## src/rtl/ppg_line_seq_if.sv

```systemverilog
`default_nettype none
// +----------------------------------------------------------------------------+
// | Module      : ppg_line_seq_if                                              |
// | Description : Control/status bundle between the frame sequencer and its   |
// |               register plane and DG412 driver arm chain.                   |
// | Revision    : 1.0 - initial release                                        |
// +----------------------------------------------------------------------------+
interface ppg_line_seq_if #(
    parameter int CW = 16
);
    logic          start;
    logic          abort;
    logic          cfg_v3mode;
    logic [CW-1:0] cfg_lines;
    logic [CW-1:0] cfg_period;
    logic [CW-1:0] cfg_h_delay;
    logic          armed_all;

    logic          arm;
    logic          trig_l;
    logic          trig_h;
    logic          v3mode;
    logic          busy;
    logic [CW-1:0] line_idx;
    logic          done;
    logic          aborted;
    logic          err_arm;

    modport master (
        output start, abort, cfg_v3mode, cfg_lines, cfg_period, cfg_h_delay, armed_all,
        input  arm, trig_l, trig_h, v3mode, busy, line_idx, done, aborted, err_arm
    );

    modport slave (
        input  start, abort, cfg_v3mode, cfg_lines, cfg_period, cfg_h_delay, armed_all,
        output arm, trig_l, trig_h, v3mode, busy, line_idx, done, aborted, err_arm
    );
endinterface
`default_nettype wire

```

## src/rtl/ppg_line_seq.sv

```systemverilog
`default_nettype none
// +----------------------------------------------------------------------------+
// | Module      : ppg_line_seq                                                 |
// | Description : Frame sequencer: arms the DG412 drivers, then issues the     |
// |               programmed number of trig_l (and V3 trig_h) line pulses.     |
// | Revision    : 1.0 - initial release                                        |
// +----------------------------------------------------------------------------+
module ppg_line_seq #(
    parameter int CW          = 16,
    parameter int ARM_TIMEOUT = 1023,
    parameter int MIN_PERIOD  = 2
) (
    input  wire logic     clk_fast,
    input  wire logic     rst,
    ppg_line_seq_if.slave bus
);

    localparam logic [1:0] c_ST_IDLE = 2'd0;
    localparam logic [1:0] c_ST_ARM  = 2'd1;
    localparam logic [1:0] c_ST_RUN  = 2'd2;
    localparam logic [1:0] c_ST_DONE = 2'd3;

    localparam logic [CW-1:0] c_MIN_PERIOD = CW'(MIN_PERIOD);
    localparam logic [CW-1:0] c_TMO_LAST   = CW'(ARM_TIMEOUT - 1);

    logic [1:0]    r_state;
    logic [CW-1:0] r_lines;
    logic [CW-1:0] r_period;
    logic [CW-1:0] r_h_delay;
    logic          r_hv;
    logic [CW-1:0] r_pc;
    logic [CW-1:0] r_line;
    logic [CW-1:0] r_tmo;
    logic          r_arm;
    logic          r_busy;
    logic          r_trig_l;
    logic          r_trig_h;
    logic          r_v3mode;
    logic          r_done;
    logic          r_aborted;
    logic          r_err;

    logic [CW-1:0] w_period_clamped;
    logic          w_hv;
    logic          w_line_end;
    logic          w_last_line;
    logic [CW-1:0] w_pc_next;
    logic          w_stop;

    // trig_h is only meaningful when it lands strictly inside the line period
    assign w_period_clamped = (bus.cfg_period < c_MIN_PERIOD) ? c_MIN_PERIOD : bus.cfg_period;
    assign w_hv             = bus.cfg_v3mode && (bus.cfg_h_delay != '0)
                              && (bus.cfg_h_delay < w_period_clamped);
    assign w_line_end       = (r_pc == r_period - 1'b1);
    assign w_last_line      = (r_line == r_lines - 1'b1);
    assign w_pc_next        = w_line_end ? '0 : r_pc + 1'b1;
    // a disarmed driver chain invalidates the frame just like an abort
    assign w_stop           = bus.abort || !bus.armed_all;

    always_ff @(posedge clk_fast) begin
        if (rst) begin
            r_state   <= c_ST_IDLE;
            r_lines   <= '0;
            r_period  <= '0;
            r_h_delay <= '0;
            r_hv      <= 1'b0;
            r_pc      <= '0;
            r_line    <= '0;
            r_tmo     <= '0;
            r_arm     <= 1'b0;
            r_busy    <= 1'b0;
            r_trig_l  <= 1'b0;
            r_trig_h  <= 1'b0;
            r_v3mode  <= 1'b0;
            r_done    <= 1'b0;
            r_aborted <= 1'b0;
            r_err     <= 1'b0;
        end else begin
            r_trig_l  <= 1'b0;
            r_trig_h  <= 1'b0;
            r_done    <= 1'b0;
            r_aborted <= 1'b0;
            r_err     <= 1'b0;
            case (r_state)
                c_ST_IDLE: begin
                    if (bus.start && !bus.abort) begin
                        r_lines   <= bus.cfg_lines;
                        r_period  <= w_period_clamped;
                        r_h_delay <= bus.cfg_h_delay;
                        r_hv      <= w_hv;
                        r_v3mode  <= bus.cfg_v3mode;
                        if (bus.cfg_lines == '0) begin
                            r_done <= 1'b1;
                        end else begin
                            r_state <= c_ST_ARM;
                            r_arm   <= 1'b1;
                            r_busy  <= 1'b1;
                            r_tmo   <= '0;
                        end
                    end
                end
                c_ST_ARM: begin
                    if (bus.abort) begin
                        r_state   <= c_ST_IDLE;
                        r_arm     <= 1'b0;
                        r_busy    <= 1'b0;
                        r_aborted <= 1'b1;
                    end else if (bus.armed_all) begin
                        r_state  <= c_ST_RUN;
                        r_pc     <= '0;
                        r_line   <= '0;
                        r_trig_l <= 1'b1;
                    end else if (r_tmo == c_TMO_LAST) begin
                        r_state <= c_ST_IDLE;
                        r_arm   <= 1'b0;
                        r_busy  <= 1'b0;
                        r_err   <= 1'b1;
                    end else begin
                        r_tmo <= r_tmo + 1'b1;
                    end
                end
                c_ST_RUN: begin
                    if (w_stop) begin
                        r_state   <= c_ST_IDLE;
                        r_arm     <= 1'b0;
                        r_busy    <= 1'b0;
                        r_aborted <= 1'b1;
                    end else if (w_line_end && w_last_line) begin
                        r_state <= c_ST_DONE;
                        r_done  <= 1'b1;
                    end else begin
                        // triggers are registered from the next pc so they align with it
                        r_pc     <= w_pc_next;
                        r_trig_l <= (w_pc_next == '0);
                        r_trig_h <= r_hv && (w_pc_next == r_h_delay);
                        if (w_line_end) begin
                            r_line <= r_line + 1'b1;
                        end
                    end
                end
                default: begin
                    r_state <= c_ST_IDLE;
                    r_arm   <= 1'b0;
                    r_busy  <= 1'b0;
                end
            endcase
        end
    end

    assign bus.arm      = r_arm;
    assign bus.trig_l   = r_trig_l;
    assign bus.trig_h   = r_trig_h;
    assign bus.v3mode   = r_v3mode;
    assign bus.busy     = r_busy;
    assign bus.line_idx = r_line;
    assign bus.done     = r_done;
    assign bus.aborted  = r_aborted;
    assign bus.err_arm  = r_err;

endmodule
`default_nettype wire

```

## src/flat_wrapper.sv

```systemverilog
// flat-port wrapper written by rule: the top's interface ports become plain ports
module ppg_line_seq_flat 
#(
    parameter int CW          = 16,
    parameter int ARM_TIMEOUT = 1023,
    parameter int MIN_PERIOD  = 2
)
  (clk_fast, rst, bus_start, bus_abort, bus_cfg_v3mode, bus_cfg_lines, bus_cfg_period, bus_cfg_h_delay, bus_armed_all, bus_arm, bus_trig_l, bus_trig_h, bus_v3mode, bus_busy, bus_line_idx, bus_done, bus_aborted, bus_err_arm);
  ppg_line_seq_if #(.CW(CW)) bus_i ();
  input  wire logic clk_fast;
  input  wire logic rst;
  input wire logic [$bits(bus_i.start)-1:0] bus_start;
  input wire logic [$bits(bus_i.abort)-1:0] bus_abort;
  input wire logic [$bits(bus_i.cfg_v3mode)-1:0] bus_cfg_v3mode;
  input wire logic [$bits(bus_i.cfg_lines)-1:0] bus_cfg_lines;
  input wire logic [$bits(bus_i.cfg_period)-1:0] bus_cfg_period;
  input wire logic [$bits(bus_i.cfg_h_delay)-1:0] bus_cfg_h_delay;
  input wire logic [$bits(bus_i.armed_all)-1:0] bus_armed_all;
  output wire logic [$bits(bus_i.arm)-1:0] bus_arm;
  output wire logic [$bits(bus_i.trig_l)-1:0] bus_trig_l;
  output wire logic [$bits(bus_i.trig_h)-1:0] bus_trig_h;
  output wire logic [$bits(bus_i.v3mode)-1:0] bus_v3mode;
  output wire logic [$bits(bus_i.busy)-1:0] bus_busy;
  output wire logic [$bits(bus_i.line_idx)-1:0] bus_line_idx;
  output wire logic [$bits(bus_i.done)-1:0] bus_done;
  output wire logic [$bits(bus_i.aborted)-1:0] bus_aborted;
  output wire logic [$bits(bus_i.err_arm)-1:0] bus_err_arm;
  assign bus_i.start = bus_start;
  assign bus_i.abort = bus_abort;
  assign bus_i.cfg_v3mode = bus_cfg_v3mode;
  assign bus_i.cfg_lines = bus_cfg_lines;
  assign bus_i.cfg_period = bus_cfg_period;
  assign bus_i.cfg_h_delay = bus_cfg_h_delay;
  assign bus_i.armed_all = bus_armed_all;
  assign bus_arm = bus_i.arm;
  assign bus_trig_l = bus_i.trig_l;
  assign bus_trig_h = bus_i.trig_h;
  assign bus_v3mode = bus_i.v3mode;
  assign bus_busy = bus_i.busy;
  assign bus_line_idx = bus_i.line_idx;
  assign bus_done = bus_i.done;
  assign bus_aborted = bus_i.aborted;
  assign bus_err_arm = bus_i.err_arm;
  ppg_line_seq #(.CW(CW), .ARM_TIMEOUT(ARM_TIMEOUT), .MIN_PERIOD(MIN_PERIOD)) u_core (.clk_fast(clk_fast), .rst(rst), .bus(bus_i));
endmodule
```

## config.mk

```make
export PLATFORM = sky130hd
export DESIGN_NAME = ppg_line_seq_flat
export DESIGN_NICKNAME = d
export VERILOG_FILES = /design/src/rtl/ppg_line_seq_if.sv /design/src/rtl/ppg_line_seq.sv /design/src/flat_wrapper.sv
export SDC_FILE = /design/constraint.sdc
export NUM_CORES = 1
export LEC_CHECK = 0
export BUFFER_PORTS_ARGS = -buffer_cell sky130_fd_sc_hd__buf_4
export CORE_ASPECT_RATIO = 0.5
export CORE_MARGIN = 1
export CORE_UTILIZATION = 64
export DETAILED_ROUTE_END_ITERATION = 16
export PLACE_DENSITY = 0.95
export SYNTH_ARGS = -nofsm -noshare
export SYNTH_HDL_FRONTEND = slang
export SYNTH_SLANG_ARGS = --single-unit
export TNS_END_PERCENT = 10
```

## constraint.sdc

```tcl
create_clock -name clk_fast -period 7.9 [get_ports clk_fast]
set_input_delay 0.395 -clock clk_fast [delete_from_list [all_inputs] [get_ports clk_fast]]
set_output_delay 0.395 -clock clk_fast [all_outputs]
set_load 0.01 [all_outputs]
```

### Word level (Yosys, flattened, before mapping)

Cells that the tools add are included.

* flip-flop bits (word level): 106
* bits of input ports: 54
* logic and storage cells: 112

* add/subtract/negate cells: 5
* order comparisons: 2
* equality and inequality tests: 20
* mux-type cells: 46
* bitwise operators: 2
* reductions and logical operators: 22

Operator list (number)
* 16-bit two-way mux: 14
* 16-bit one-hot mux with 2 select lines: 3
* 16-bit by 1-bit adder with 16-bit output (second input constant): 3
* 16-bit == test: 3
* 16-bit logical NOT: 2
* 16-bit by 1-bit subtractor with 16-bit output (second input constant): 2
* 1-bit two-way mux: 17
* 16-bit by 10-bit == test with 1-bit output (second input constant): 1
* 16-bit less-than comparator: 1
* 16-bit by 2-bit less-than comparator with 1-bit output (second input constant): 1
* 16-bit nonzero test: 1
* 2-bit two-way mux: 7
* 2-bit inequality test (second input constant): 7
* 6-bit AND reduction: 2
* 5-bit AND reduction: 2
* 4-bit OR reduction: 2
* 2-bit by 1-bit inequality test with 1-bit output (second input constant): 3
* 1-bit one-hot mux with 2 select lines: 3
* 2-bit one-hot mux with 3 select lines: 1
* 1-bit logical AND: 5
* 4-bit by 3-bit inequality test with 1-bit output (second input constant): 1
* 4-bit AND reduction: 1
* 2-bit nonzero test: 2
* 3-bit by 1-bit inequality test with 1-bit output (second input constant): 1
* 10 further kinds: 12

### Longest topological paths before layout

Gate-level depths: netlist (run 1).

* depth in word-level cells: 7
* depth in mapped cells: 14
* mapped depth without buffers: 11

### Worst setup path after synthesis (run 1)

Ideal clock, no wire load.

* kind: reg2reg
* start: register u_core.r_lines[2]
* end: register u_core.r_pc[5]
* library setup time: 0.120 ns
* arrival: 2.815 ns
* data required time: 7.780 ns
* path slack: 4.965 ns
* cell stages (with the launch flop): 13
* path buffers: 3
* clock period less this slack: 2.935 ns
* path through: dfxtp_1 buf_2 or4_4 or3_1 a311oi_1 a311oi_1 and4b_1 nand4_2 o21bai_1 buf_4 and2_1 clkbuf_2 a211o_1

* word-level cells in the longest chain between the ends: 5

Ends and longest elaborated chain
* start: declaration: line ppg_line_seq.sv:27 `logic [CW-1:0] r_lines;`
* start signal: assignment: line ppg_line_seq.sv:87 `r_lines <= bus.cfg_lines;`
* 16-bit by 1-bit subtractor with 16-bit output: line ppg_line_seq.sv:55 `assign w_last_line = (r_line == r_lines - 1'b1);`
* 16-bit == test: line ppg_line_seq.sv:55
* 1-bit logical AND: line ppg_line_seq.sv:128 `end else if (w_line_end && w_last_line) begin`
* 2-bit inequality test (no source line)
* 5-bit AND reduction (no source line)
* end signal: assignment: line ppg_line_seq.sv:133 `r_pc <= w_pc_next;`
* end: declaration: line ppg_line_seq.sv:31 `logic [CW-1:0] r_pc;`

No other way between the ends.
A chain may end at the register's enable or synchronous reset.

### Final worst setup path (run 1)

* start: register u_core.r_lines[0]
* end: register u_core.r_pc[8]

Same word-level chain as after synthesis.

==> metrics.yaml, run 1 <==
outcome: "completed"
synthesis.area_sq_um: 6840
synth_nets: 966
fmax_mhz: 266.6
grt_pass1_vias: 6026
rsz0062_at_grt: "no"
fillers: 759
end_kind: "register"
synth_xor_area_share_pct: 8.963
slew_viol_final: 0
grt_use_met2_pct: 55.66
die_area_sq_um: 11130
diodes: 0
die_h_um: 75.11
core-area_sq_um: 10310
combinationalPowerShare_pct: 23.2
tns_ns: 0
cellLeakagePower_nw: 3.170
clk_latency_ns: 0.36
synth_simple_gate_area_share_pct: 30.78
start_kind: "register"
ir_worst_vdd_v: 0.0001221
synth_top_family_by_area: "simple AND/OR/NAND/NOR gates"
overflow: 0
cp.required_ns: 8.20
path_clk_slew_ns: 0.08
worstMarginPinSlew_ns: 0.9734
wirelength_mm: 17.84
post-cts-setup-buffers: 0
track_usage_pct: 32.86
dp_hpwl_mm: 13.08
cp_cell_sequence: "inv_1 -> ha_1 -> nor3b_1 -> nand2_1 -> or3_1 -> a311oi_1 -> and4b_1 -> nand4_2 -> o21bai_1 -> and2_1 -> a22o_1"
critical_path.top_delay_family: "simple AND/OR/NAND/NOR gates"
cts_root_buf: "clkbuf_16"
finalSetupViolCount: 0
met3_usage_pct: 7.818
max_stage_delay_ns: 0.83
num_rows: 26
power_density_nw_per_um2: 175.2
report.final.hold_viol_count: 0
synth-edff-count: 0
cp_max_fo: 10
max_cap_violations: 0
synth-main-ff-cell: "dfxtp_1"
synth_common_cells: "nand2_1 (142), dfxtp_1 (106), a21oi_1 (78), nor2_1 (63), clkbuf_1 (45)"
use_met1_pct: 41.93
synthMuxAreaShare_pct: 3.585
hold_class: "input pin to register"
crit_type: "register to register"
cp_data_arrival_time_ns: 4.05
power_frac_clock_pct: 33.2
seqPwrFrac_pct: 43.6
io_buffers: 77
start_util_pct: 66.33
synth_most_common_cell: "nand2_1"
area_growth_syn_to_layout_pct: 12.66
hold_buffers: 0
slowest_stage: "o21bai_1"
boundaryPins: 78
async_reset_ff_share_pct: 0
antenna_found_initial: 0
fin_ws_ns: 4.149
clock-sinks: 106
synth_compound_area_share_pct: 16.01
drt_first_pass_iters: 11
clockBufferDepth: 2
synthAdderAreaFrac_pct: 4.573
synth.distinct_cells: 72
gp_congestion: 0.9564
viasPerCell: 6.182
drive_above_1_share_pct: 13.73
vias: 6627
synth.largest_area_cell: "dfxtp_1"
relSlewSlack_pct: 34.97
worst-path-buf-inv: 1
layout.nets: 1006
fin_worst_skew_ns: 0.01478
critical_path.startpoint: "u_core.r_lines[0]"
grt-busiest-layer: "met2"
ant_nets: 0
drt_iter0_markers: 455
finalCriticalPeriod_ns: 3.751
ys_seq_area_share_pct: 31.02
min_period_over_period_pct: 47.48
synth_top_area_share_pct: 31.02
wire_per_inst_um: 16.65
postCtsResizedCells: 0
yosysWarnings: 0
cts_buffers: 9
timing.hold.ws_ns: 0.3001
synth.ff_latch_count: 106
p_switching_uw: 438.2
timing.rr.start: "u_core.r_lines[0]"
htreeDepth: 3
die_x_um: 148.2
grt_max_degree: 62
hp-start: "bus_cfg_lines[14]"
cts_tree: "built"
grt_pass1_wl_mm: 28.86
syn_inst: 887
power.internal_uw: 912.1
synth.avg_cell_area_sq_um: 7.712
synth_area_leaders: "dfxtp_1 (31%), nand2_1 (7.8%), a21oi_1 (5.7%)"
dp_slack_ns: 4.255
switching_share_pct: 32.45
drcViolationCount: 0
registers in the layout, indices dropped and copies added, names as in the netlist, 2 cells and up:
signal / cells
u_core.r_period: 16
u_core.r_state: 2
u_core.r_tmo: 16
u_core.bus.line_idx: 16
u_core.r_lines: 16
u_core.r_pc: 16
u_core.r_h_delay: 16
per-stage QoR:
| step | power (mW) | util [%] | cells | area, sq um |
|---|---|---|---|---|
| final | 1.350 | 74.73 | 1072 | 7706 |
| after global routing | 1.411 | 74.73 | 1072 | 7706 |
| after global placement | 0.8956 | 71.88 | 1056 | 7412 |
| after detailed placement | 0.9052 | 71.88 | 1056 | 7412 |
| after floorplan | 0.8226 | - | 887 | 6840 |
| after CTS | 1.346 | 74.73 | 1072 | 7706 |
worst min-delay path, stage by stage:
cell     delay (ns)
buf_4          0.11
nand2_1        0.05
a21oi_1        0.05
power by group through the flow:
stage / logic (mW) / clock network [mW] / registers, mW
6_report: 0.313 / 0.448 / 0.589
5_1_grt: 0.348 / 0.471 / 0.592
4_1_cts: 0.309 / 0.450 / 0.587
3_5_place_dp: 0.305 / 0 / 0.600
3_3_place_gp: 0.297 / 0 / 0.598
2_1_floorplan: 0.235 / 0 / 0.588
cells by family after synthesis:
group                    Yosys count
XOR/XNOR                          70
AO/OA/AOI/OAI                    170
buffers and inverters             87
adder cells (fa/ha/maj)           25
AND/OR/NAND/NOR                  405
multiplexers                      24
flip-flops                       106
cell usage in the layout, fill, tap and decap left out, types with 18 or more instances in the layout:
master,netlist,layout
nand3_1,29,29
nor4_1,18,18
a21oi_1,78,78
inv_1,34,34
dfxtp_1,106,106
xnor2_1,35,35
nor3_1,23,23
and3_1,21,21
nand4_1,22,22
ha_1,25,25
mux2i_1,20,20
nand2_1,142,142
nor2_1,63,63
xor2_1,35,35
buf_4,2,82
o21ai_0,24,23
worst paths after layout:
path	slack, ns	depth (start not counted)	end
max	4.15	11	u_core.r_pc[8]
min reg2reg	0.47	2	u_core.bus.v3mode
max reg2reg	4.15	11	u_core.r_pc[8]
min	0.30	3	u_core.r_lines[14]
routing by layer:
layer | vias up | wire length (um)
li1 | 3212 | -
met1 | 3118 | 7860
met2 | 258 | 8176
met3 | 39 | 1436
met4 | 0 | 371
met5 | - | 0
final cells by class:
type / count / area, sq um / area share (%)
Inverter: 34 / 127.6 / 1.656
Sequential cell: 106 / 2122 / 27.54
Clock inverter: 7 / 68.82 / 0.8930
Timing Repair Buffer: 82 / 615.6 / 7.988
Multi-Input combinational cell: 694 / 4372 / 56.73
Clock buffer: 9 / 225.2 / 2.923
Tap cell: 140 / 175.2 / 2.273
Power figures use the tool's default switching activity.
==> run 2: changes to the inputs <==
- CORE_UTILIZATION: 64 -> 54
- PLACE_DENSITY: 0.95 -> 0.88
- clock period: 7.9 -> 3.2 ns (I/O delays scaled with it)
==> metrics.yaml, run 2 (synthesis results as in run 1) <==
drt_iter0_markers: 737
boundaryPins: 78
drive_above_1_share_pct: 17.60
hp-start: "bus_cfg_v3mode"
timing.rr.start: "u_core.r_lines[2]"
worstMarginPinSlew_ns: 0.6968
crit_type: "register to register"
dp_hpwl_mm: 14.23
viasPerCell: 6.054
start_kind: "register"
outcome: "completed"
ir_worst_vdd_v: 0.0002513
grt_pass1_vias: 6339
cp_cell_sequence: "or4_4 -> nor4b_1 -> o211ai_1 -> a311oi_1 -> and4b_1 -> nand4_2 -> buf_4 -> a21oi_2 -> mux2i_1 -> nor2_1"
rr_worst_depth: 10
cp_data_arrival_time_ns: 3.31
stdcell_area_sq_um: 8055
layout.nets: 1034
grt_max_degree: 60
hold_class: "input pin to register"
track_usage_pct: 29.41
area_growth_syn_to_layout_pct: 17.76
diodes: 0
cts_buffers: 9
layout_common_cells: "nand2_1 (142), buf_4 (106), dfxtp_1 (104), a21oi_1 (75), nor2_1 (63)"
ant_nets: 0
drcViolationCount: 0
power_density_nw_per_um2: 429.8
max_stage_delay_ns: 0.60
htreeDepth: 3
die_area_sq_um: 13150
dp_slack_ns: 0.03674
max_cap_violations: 0
core-area_sq_um: 12090
grt_pass1_wl_mm: 30.86
slew_viol_final: 0
clockBufferDepth: 2
cts_root_buf: "clkbuf_16"
overflow: 0
start_util_pct: 56.59
clock-sinks: 106
gp_congestion: 0.9008
min_period_over_period_pct: 96.19
die_x_um: 161.2
end_kind: "register"
wire_per_inst_um: 16.80
report.final.hold_viol_count: 0
num_rows: 28
cts_tree: "built"
cellLeakagePower_nw: 3.347
antenna_found_initial: 0
postLayoutCoreUtil_pct: 66.65
finalSetupViolCount: 0
slowest_stage: "or4_4"
path_clk_slew_ns: 0.09
r2r-end: "u_core.r_state[0]"
die_h_um: 81.59
cp_max_fo: 7
clk_latency_ns: 0.36
fillers: 1045
relSlewSlack_pct: 53.37
r2r_slack_ns: 0.12
drt_first_pass_iters: 5
cp.required_ns: 3.43
fin_worst_skew_ns: 0.01708
holdPathEnd: "u_core.bus.v3mode"
fmax_mhz: 324.9
hold_depth: 3
hold_buffers: 0
fin_ws_ns: 0.1219
wirelength_mm: 18.90
finalCriticalPeriod_ns: 3.078
io_buffers: 77
final_common_cell: "nand2_1"
postPlaceCellArea_sq_um: 7644
vias: 6811
-- run 2: changes by cell type in the layout (fill, tap and decap cells not counted), sizes merged --
cell / change
buf: +28
clkinv: +1
clkinvlp: -2
inv: +1
-- run 2: stage by stage --
stage	power [mW]	cells	hold slack (ns)	setup TNS (ns)
after global placement	2.254	1106	0.4220	0
final	3.462	1125	0.05670	0
after floorplan	2.031	887	0.2960	0
after detailed placement	2.284	1106	0.4278	0
after CTS	3.434	1122	0.05464	0
after global routing	3.613	1125	0.05159	-0.01428
-- run 2: timing repair --
action | CTS | global route
endpoints found under the setup margin | 0 | 30
resized for setup | 0 | 18
setup buffers | 0 | 3
-- run 2: routing by layer --
metal | GRT usage [%] | vias up | wire, um
met2 | 51.55 | 269 | 8817
met3 | 6.263 | 51 | 1417
li1 | - | 3271 | -
met1 | 35.88 | 3220 | 8168
met4 | 11.79 | 0 | 501
met5 | 0 | - | 0
-- run 2: how the worst max path moves through the flow --
| stage | start | to | depth (start not counted) | slack, ns |
|---|---|---|---|---|
| after detailed placement | u_core.r_period[2] | u_core.r_state[0] | 10 | 0.04 |
| after floorplan | u_core.r_lines[2] | u_core.r_pc[5] | 12 | 0.27 |
| after global routing | u_core.r_lines[2] | u_core.r_pc[9] | 10 | -0.01 |
| after CTS | u_core.r_period[2] | u_core.r_state[0] | 10 | 0.04 |
| after global placement | u_core.r_period[2] | u_core.bus.trig_h | 9 | 0.16 |
| final | u_core.r_lines[2] | u_core.r_state[0] | 10 | 0.12 |
-- run 2: worst max-delay path, delay by kind of cell (launching register included) --
kind	cells	cell delay (ns)
AO/OA/AOI/OAI	3	0.61
flip-flops	1	0.41
AND/OR/NAND/NOR	5	1.48
buffers and inverters	1	0.20
multiplexers	1	0.26
-- run 2: area by class of cell --
class | instances | area (sq um) | share of cell area (%)
multi-input combinational | 694 | 4424 | 54.92
sequential | 106 | 2127 | 26.41
timing repair buffer | 110 | 858.3 | 10.66
clock buffer | 9 | 225.2 | 2.796
tap | 165 | 206.4 | 2.563
inverter | 34 | 127.6 | 1.584
clock inverter | 7 | 86.33 | 1.072
-- run 2: report_power, final --
part | internal, mW | switching, mW
Clock | 0.568 | 0.590
Sequential | 1.37 | 0.0741
Combinational | 0.377 | 0.482
Total | 2.32 | 1.15
